**src/rtl/uart_rx_if.sv**
```systemverilog
// Parallel side and line of the UART receiver: serial input, per-frame config, received data
// and the three one-cycle status pulses.
interface uart_rx_if #(
  parameter int unsigned WIDTH       = 8,
  parameter int unsigned PRESCALE_WD = 6
);
  logic                   rx_in;
  logic                   par_en;
  logic                   par_typ;
  logic [PRESCALE_WD-1:0] prescale;
  logic [WIDTH-1:0]       p_data;
  logic                   data_valid;
  logic                   par_err;
  logic                   stp_err;

  modport master (
    output rx_in, par_en, par_typ, prescale,
    input  p_data, data_valid, par_err, stp_err
  );

  modport slave (
    input  rx_in, par_en, par_typ, prescale,
    output p_data, data_valid, par_err, stp_err
  );
endinterface

```
**src/rtl/uart_rx.sv**
```systemverilog
// Oversampling UART receiver: 3-sample mid-bit majority vote, optional parity, stop-bit check,
// WIDTH-bit parallel output with single-cycle valid / error pulses.
module uart_rx #(
  parameter int unsigned WIDTH       = 8,
  parameter int unsigned PRESCALE_WD = 6
) (
  input logic     clk,
  input logic     rst,
  uart_rx_if.slave bus
);
  localparam int unsigned BitW = (WIDTH > 1) ? $clog2(WIDTH) : 1;
  localparam logic [PRESCALE_WD-1:0] EdgeOne = PRESCALE_WD'(1);
  localparam logic [PRESCALE_WD-1:0] EdgeTwo = PRESCALE_WD'(2);
  localparam logic [BitW-1:0] BitOne  = BitW'(1);
  localparam logic [BitW-1:0] BitLast = BitW'(WIDTH - 1);

  typedef enum logic [2:0] {StIdle, StStart, StData, StParity, StStop} state_e;

  state_e                 state_q;
  logic                   sync1_q, rx_s_q;
  logic                   armed_q;
  logic [PRESCALE_WD-1:0] edge_cnt_q, presc_q;
  logic [BitW-1:0]        bit_cnt_q;
  logic                   par_en_q, par_typ_q;
  logic [2:0]             samp_q;
  logic [WIDTH-1:0]       shift_q, p_data_q;
  logic                   dv_q, pe_q, se_q;

  logic [PRESCALE_WD-1:0] half;
  logic                   at_s0, at_s1, at_s2, at_res, at_end;
  logic                   maj, exp_par;

  assign half    = presc_q >> 1;
  assign at_s0   = (edge_cnt_q == half - EdgeOne);
  assign at_s1   = (edge_cnt_q == half);
  assign at_s2   = (edge_cnt_q == half + EdgeOne);
  assign at_res  = (edge_cnt_q == half + EdgeTwo);
  assign at_end  = (edge_cnt_q == presc_q - EdgeOne);
  assign maj     = (samp_q[0] & samp_q[1]) | (samp_q[0] & samp_q[2]) | (samp_q[1] & samp_q[2]);
  assign exp_par = (^shift_q) ^ par_typ_q;

  always_ff @(posedge clk) begin
    if (rst) begin
      state_q    <= StIdle;
      sync1_q    <= 1'b1;
      rx_s_q     <= 1'b1;
      armed_q    <= 1'b0;
      edge_cnt_q <= '0;
      presc_q    <= '0;
      bit_cnt_q  <= '0;
      par_en_q   <= 1'b0;
      par_typ_q  <= 1'b0;
      samp_q     <= '0;
      shift_q    <= '0;
      p_data_q   <= '0;
      dv_q       <= 1'b0;
      pe_q       <= 1'b0;
      se_q       <= 1'b0;
    end else begin
      sync1_q <= bus.rx_in;
      rx_s_q  <= sync1_q;
      dv_q    <= 1'b0;
      pe_q    <= 1'b0;
      se_q    <= 1'b0;

      if (state_q != StIdle) begin
        edge_cnt_q <= at_end ? '0 : edge_cnt_q + EdgeOne;
        if (at_s0) samp_q[0] <= rx_s_q;
        if (at_s1) samp_q[1] <= rx_s_q;
        if (at_s2) samp_q[2] <= rx_s_q;
      end

      unique case (state_q)
        StIdle: begin
          edge_cnt_q <= '0;
          if (!rx_s_q && armed_q) begin
            // The detect cycle itself counts as edge 0 of the start bit.
            state_q    <= StStart;
            armed_q    <= 1'b0;
            edge_cnt_q <= EdgeOne;
            presc_q    <= bus.prescale;
            par_en_q   <= bus.par_en;
            par_typ_q  <= bus.par_typ;
          end else if (rx_s_q) begin
            armed_q <= 1'b1;
          end
        end
        StStart: begin
          if (at_res && maj) begin
            state_q <= StIdle;
          end else if (at_end) begin
            state_q   <= StData;
            bit_cnt_q <= '0;
          end
        end
        StData: begin
          if (at_res) shift_q[bit_cnt_q] <= maj;
          if (at_end) begin
            if (bit_cnt_q == BitLast) begin
              bit_cnt_q <= '0;
              state_q   <= par_en_q ? StParity : StStop;
            end else begin
              bit_cnt_q <= bit_cnt_q + BitOne;
            end
          end
        end
        StParity: begin
          if (at_res && (maj != exp_par)) begin
            pe_q    <= 1'b1;
            state_q <= StIdle;
          end else if (at_end) begin
            state_q <= StStop;
          end
        end
        StStop: begin
          // Leave at mid-bit so a back-to-back start edge is seen with margin.
          if (at_res) begin
            if (maj) begin
              p_data_q <= shift_q;
              dv_q     <= 1'b1;
            end else begin
              se_q <= 1'b1;
            end
            state_q <= StIdle;
          end else if (at_end) begin
            state_q <= StIdle;
          end
        end
        default: state_q <= StIdle;
      endcase
    end
  end

  assign bus.p_data     = p_data_q;
  assign bus.data_valid = dv_q;
  assign bus.par_err    = pe_q;
  assign bus.stp_err    = se_q;
endmodule

```
**src/flat_wrapper.sv**
```systemverilog
// flat-port wrapper written by rule: the top's interface ports become plain ports
module uart_rx_flat 
#(
  parameter int unsigned WIDTH       = 8,
  parameter int unsigned PRESCALE_WD = 6
)
  (clk, rst, bus_rx_in, bus_par_en, bus_par_typ, bus_prescale, bus_p_data, bus_data_valid, bus_par_err, bus_stp_err);
  uart_rx_if #(.WIDTH(WIDTH), .PRESCALE_WD(PRESCALE_WD)) bus_i ();
  input logic clk;
  input logic rst;
  input wire logic [$bits(bus_i.rx_in)-1:0] bus_rx_in;
  input wire logic [$bits(bus_i.par_en)-1:0] bus_par_en;
  input wire logic [$bits(bus_i.par_typ)-1:0] bus_par_typ;
  input wire logic [$bits(bus_i.prescale)-1:0] bus_prescale;
  output wire logic [$bits(bus_i.p_data)-1:0] bus_p_data;
  output wire logic [$bits(bus_i.data_valid)-1:0] bus_data_valid;
  output wire logic [$bits(bus_i.par_err)-1:0] bus_par_err;
  output wire logic [$bits(bus_i.stp_err)-1:0] bus_stp_err;
  assign bus_i.rx_in = bus_rx_in;
  assign bus_i.par_en = bus_par_en;
  assign bus_i.par_typ = bus_par_typ;
  assign bus_i.prescale = bus_prescale;
  assign bus_p_data = bus_i.p_data;
  assign bus_data_valid = bus_i.data_valid;
  assign bus_par_err = bus_i.par_err;
  assign bus_stp_err = bus_i.stp_err;
  uart_rx #(.WIDTH(WIDTH), .PRESCALE_WD(PRESCALE_WD)) u_core (.clk(clk), .rst(rst), .bus(bus_i));
endmodule
```
**config.mk**
```make
export PLATFORM = sky130hd
export DESIGN_NAME = uart_rx_flat
export DESIGN_NICKNAME = d
export VERILOG_FILES = /design/src/rtl/uart_rx_if.sv /design/src/rtl/uart_rx.sv /design/src/flat_wrapper.sv
export SDC_FILE = /design/constraint.sdc
export NUM_CORES = 1
export LEC_CHECK = 0
export ABC_AREA = 1
export CORE_UTILIZATION = 45
export CTS_BUF_LIST = sky130_fd_sc_hd__clkbuf_8
export CTS_CLUSTER_DIAMETER = 150
export DETAILED_ROUTE_END_ITERATION = 6
export PLACE_DENSITY = 0.71
export SLEW_MARGIN = 20
export SYNTH_ARGS = -nofsm -noshare
export SYNTH_HDL_FRONTEND = slang
export SYNTH_SLANG_ARGS = --single-unit
```
**constraint.sdc**
```tcl
create_clock -name clk -period 2.5 [get_ports clk]
set_input_delay 0.25 -clock clk [delete_from_list [all_inputs] [get_ports clk]]
set_output_delay 0.25 -clock clk [all_outputs]
set_load 0.1 [all_outputs]
```
==> flow_metrics.py <==
metrics = {
    "sta": {
        "max_freq_mhz": 456,
        "worst_slack_ns": 0.309,
        "final.period_utilization_pct": 87.6,
        "skew_ns": 0.00688,
        "grt_setup_unrepaired": "false",
        "setup_tns_ns": 0,
        "drv_slew": 0,
        "setup_violations": 0,
        "worstMarginPinSlew_ns": 0.518,
        "min_period_ns": 2.19,
        "slew_headroom_pct": 65.4,
        "hold_viol": 0,
    },
    "route": {
        "final_antenna_net_count": 0,
        "firstDrtPassIters": 4,
        "post_drt_wl_per_cell_um": 11.4,
        "vias": 2369,
        "drt-total-wl_mm": 5.42,
        "viasPerCell": 4.97,
        "drc": 0,
        "drtIter0Drc": 115,
    },
    "logic_synthesis": {
        "ys_seq_area_share_pct": 34.4,
        "synth-async-reset-ratio_pct": 0,
        "synthCells": 381,
        "avgSynthCellArea_um2": 6.88,
        "synth_edf_count": 0,
        "ys_seq_elements": 45,
        "ys.flop_type": "dfxtp_1",
        "synth_nets": 402,
        "synth_area_um2": 2620,
        "ys_warn_count": 0,
        "synth_cell_types": 33,
    },
    "die": {
        "core_area_um2": 5570,
        "start_util_pct": 47.0,
        "dieArea_um2": 6140,
        "die_h_um": 78.3,
        "die_w_um": 78.3,
        "io_pins": 22,
        "rows": 27,
    },
    "worst_hold_path": {
        "min_path_type": "reg2reg",
        "hold_depth": 1,
    },
    "critical_path": {
        "cp_data_required_time_ns": 2.68,
        "crit_fanout": 17,
        "crit_arrival_ns": 2.38,
        "endpoint_kind": "register",
        "r2r_cells": 12,
        "critical_path_class": "reg2reg",
        "start_kind": "register",
    },
    "run_status": {
        "status": "completed",
    },
    "finish": {
        "nets": 425,
        "areaGrowthSynthToFinish_pct": 14.3,
        "stdcell_count": 477,
        "layout-drive-gt1-share_pct": 15.1,
        "n_antenna_cell": 0,
    },
    "place": {
        "dpl.hpwl_mm": 4.10,
        "portBuffers": 21,
        "gp_congestion": 0.899,
        "dp.cells": 469,
        "dp_slack_ns": 0.321,
    },
    "clocking": {
        "ctsRootBufferMaster": "clkbuf_8",
        "clk_latency_ns": 0.30,
        "hold_buffers": 0,
        "clock_sinks": 45,
        "htree_levels": 2,
        "max-clock-path-buffers": 2,
        "post_cts_buffers": 0,
        "cts_tree": "yes",
        "cts_buffers": 5,
        "cts.clk_slew.worst_paths_ns": 0.08,
        "cts_resized": 0,
    },
    "global_routing": {
        "grt_max_degree": 18,
        "grt_pass1_vias": 2065,
        "antenna_found_initial": 0,
        "grt.total_usage_pct": 19.2,
        "grt_pass1_wl_mm": 9.23,
        "overflow": 0,
    },
    "run": {
        "cap_violations": 0,
    },
    "power_and_ir_drop": {
        "ir_drop_uv": 365,
        "leakage_nw": 1.32,
        "power_density_nw_per_um2": 622,
    },
}
kinds of logic (layout without fill, tap and decap cells):
group	after synthesis	after routing	share of synthesized area [%]
DFF	45	45	34.4
and+or+nand+nor	175	175	31.9
AOI/OAI and AO/OA	67	67	13.4
adders and majority gates	10	10	4.77
xor gates and xnor gates	17	17	5.68
buffers and inverters	67	91	9.97
worst paths after layout:
path / startpoint / endpoint / slack [ns]
worst max-delay path: u_core.presc_q[3]$_SDFFE_PP0P_ / u_core.bus.p_data[4]$_SDFFE_PP0P_ / 0.31
worst min-delay path: u_core.sync1_q$_SDFF_PP1_ / u_core.rx_s_q$_SDFF_PP1_ / 0.42
worst max register to register: u_core.presc_q[3]$_SDFFE_PP0P_ / u_core.bus.p_data[4]$_SDFFE_PP0P_ / 0.31
worst min register to register: u_core.sync1_q$_SDFF_PP1_ / u_core.rx_s_q$_SDFF_PP1_ / 0.42
layout by cell type (no fill, tap or decap):
master / n
nand3b_1: 1
buf_4: 14
or2_2: 5
nor2_1: 25
nor2_4: 2
inv_1: 45
o21ai_0: 22
a21oi_1: 36
nor3_1: 17
nand2_4: 2
a22oi_1: 1
xor2_1: 12
nor2_2: 2
nand3_1: 23
o21ai_1: 3
a31oi_1: 1
dfxtp_1: 45
o22ai_1: 1
nand2_2: 6
nor3b_1: 1
clkdlybuf4s50_1: 10
o221ai_1: 1
bufinv_16: 1
ha_1: 10
a21oi_2: 1
nand3_2: 5
nor3_2: 2
nand2_1: 78
clkbuf_8: 6
clkinvlp_4: 1
a21boi_0: 1
inv_2: 14
nand4_1: 3
xnor2_1: 5
nor4_1: 3
layout make-up:
cell class              instances  area, µm²
fillers                       563       2580
clock inverters                 2       37.5
repair buffers                 24        205
well taps                      72       90.1
clock buffers                   6       82.6
flip-flops and latches         45        901
inverters                      59        221
multi-input cells             269       1460
worst max-delay path, cell delays in order (launching register included):
cell,delay (ns)
dfxtp_1,0.52
inv_2,0.10
ha_1,0.30
inv_1,0.06
nand2_1,0.05
nand2_1,0.06
nand3_1,0.11
nor2_4,0.16
nand2_4,0.07
inv_2,0.08
nand3_2,0.25
o21ai_0,0.25
a21oi_1,0.06
flip-flops by register name, summed over array words and instances (netlist names):
signal / flops
u_core.shift_q: 8
u_core.state_q: 3
u_core.rx_s_q: 1
u_core.bus.data_valid: 1
u_core.bus.p_data: 8
u_core.sync1_q: 1
u_core.bus.stp_err: 1
u_core.samp_q: 3
u_core.par_en_q: 1
u_core.bus.par_err: 1
u_core.bit_cnt_q: 3
u_core.armed_q: 1
u_core.presc_q: 6
u_core.par_typ_q: 1
u_core.edge_cnt_q: 6
metrics by stage:
step	util (%)	area (µm²)	hold slack (ns)	power, mW
after CTS	53.8	3000	0.417	1.88
final	53.8	3000	0.415	1.86
after detailed placement	51.6	2880	0.396	1.30
after floorplan	-	2620	0.327	1.20
after global placement	51.6	2880	0.392	1.29
after global routing	53.8	3000	0.432	1.99
synthesized netlist by cell type (6+ instances only):
| cell | number | area share, % |
|---|---|---|
| nor2_1 | 25 | 3.6 |
| inv_1 | 45 | 6.4 |
| nand2_2 | 6 | 1.4 |
| ha_1 | 10 | 4.8 |
| nor3_1 | 17 | 3.2 |
| a21oi_1 | 36 | 6.9 |
| inv_2 | 14 | 2.0 |
| nand3_1 | 23 | 4.4 |
| xor2_1 | 12 | 4.0 |
| nand2_1 | 78 | 11 |
| o21ai_0 | 22 | 4.2 |
| dfxtp_1 | 45 | 34 |
routing by layer:
| layer | track usage [%] | up-vias | routed length [µm] |
|---|---|---|---|
| li1 | - | 1271 | - |
| met1 | 26.3 | 1048 | 2810 |
| met2 | 29.0 | 45 | 2330 |
| met3 | 4.42 | 5 | 219 |
| met4 | 7.59 | 0 | 64 |
| met5 | 0 | - | 0 |
report_power, final:
| group | switching [mW] | internal [mW] | leakage (nW) |
|---|---|---|---|
| Clock | 0.253 | 0.325 | 0.0574 |
| Combinational | 0.299 | 0.174 | 0.900 |
| Sequential | 0.0487 | 0.765 | 0.364 |
No activity file was read; power rests on OpenSTA's default activity.
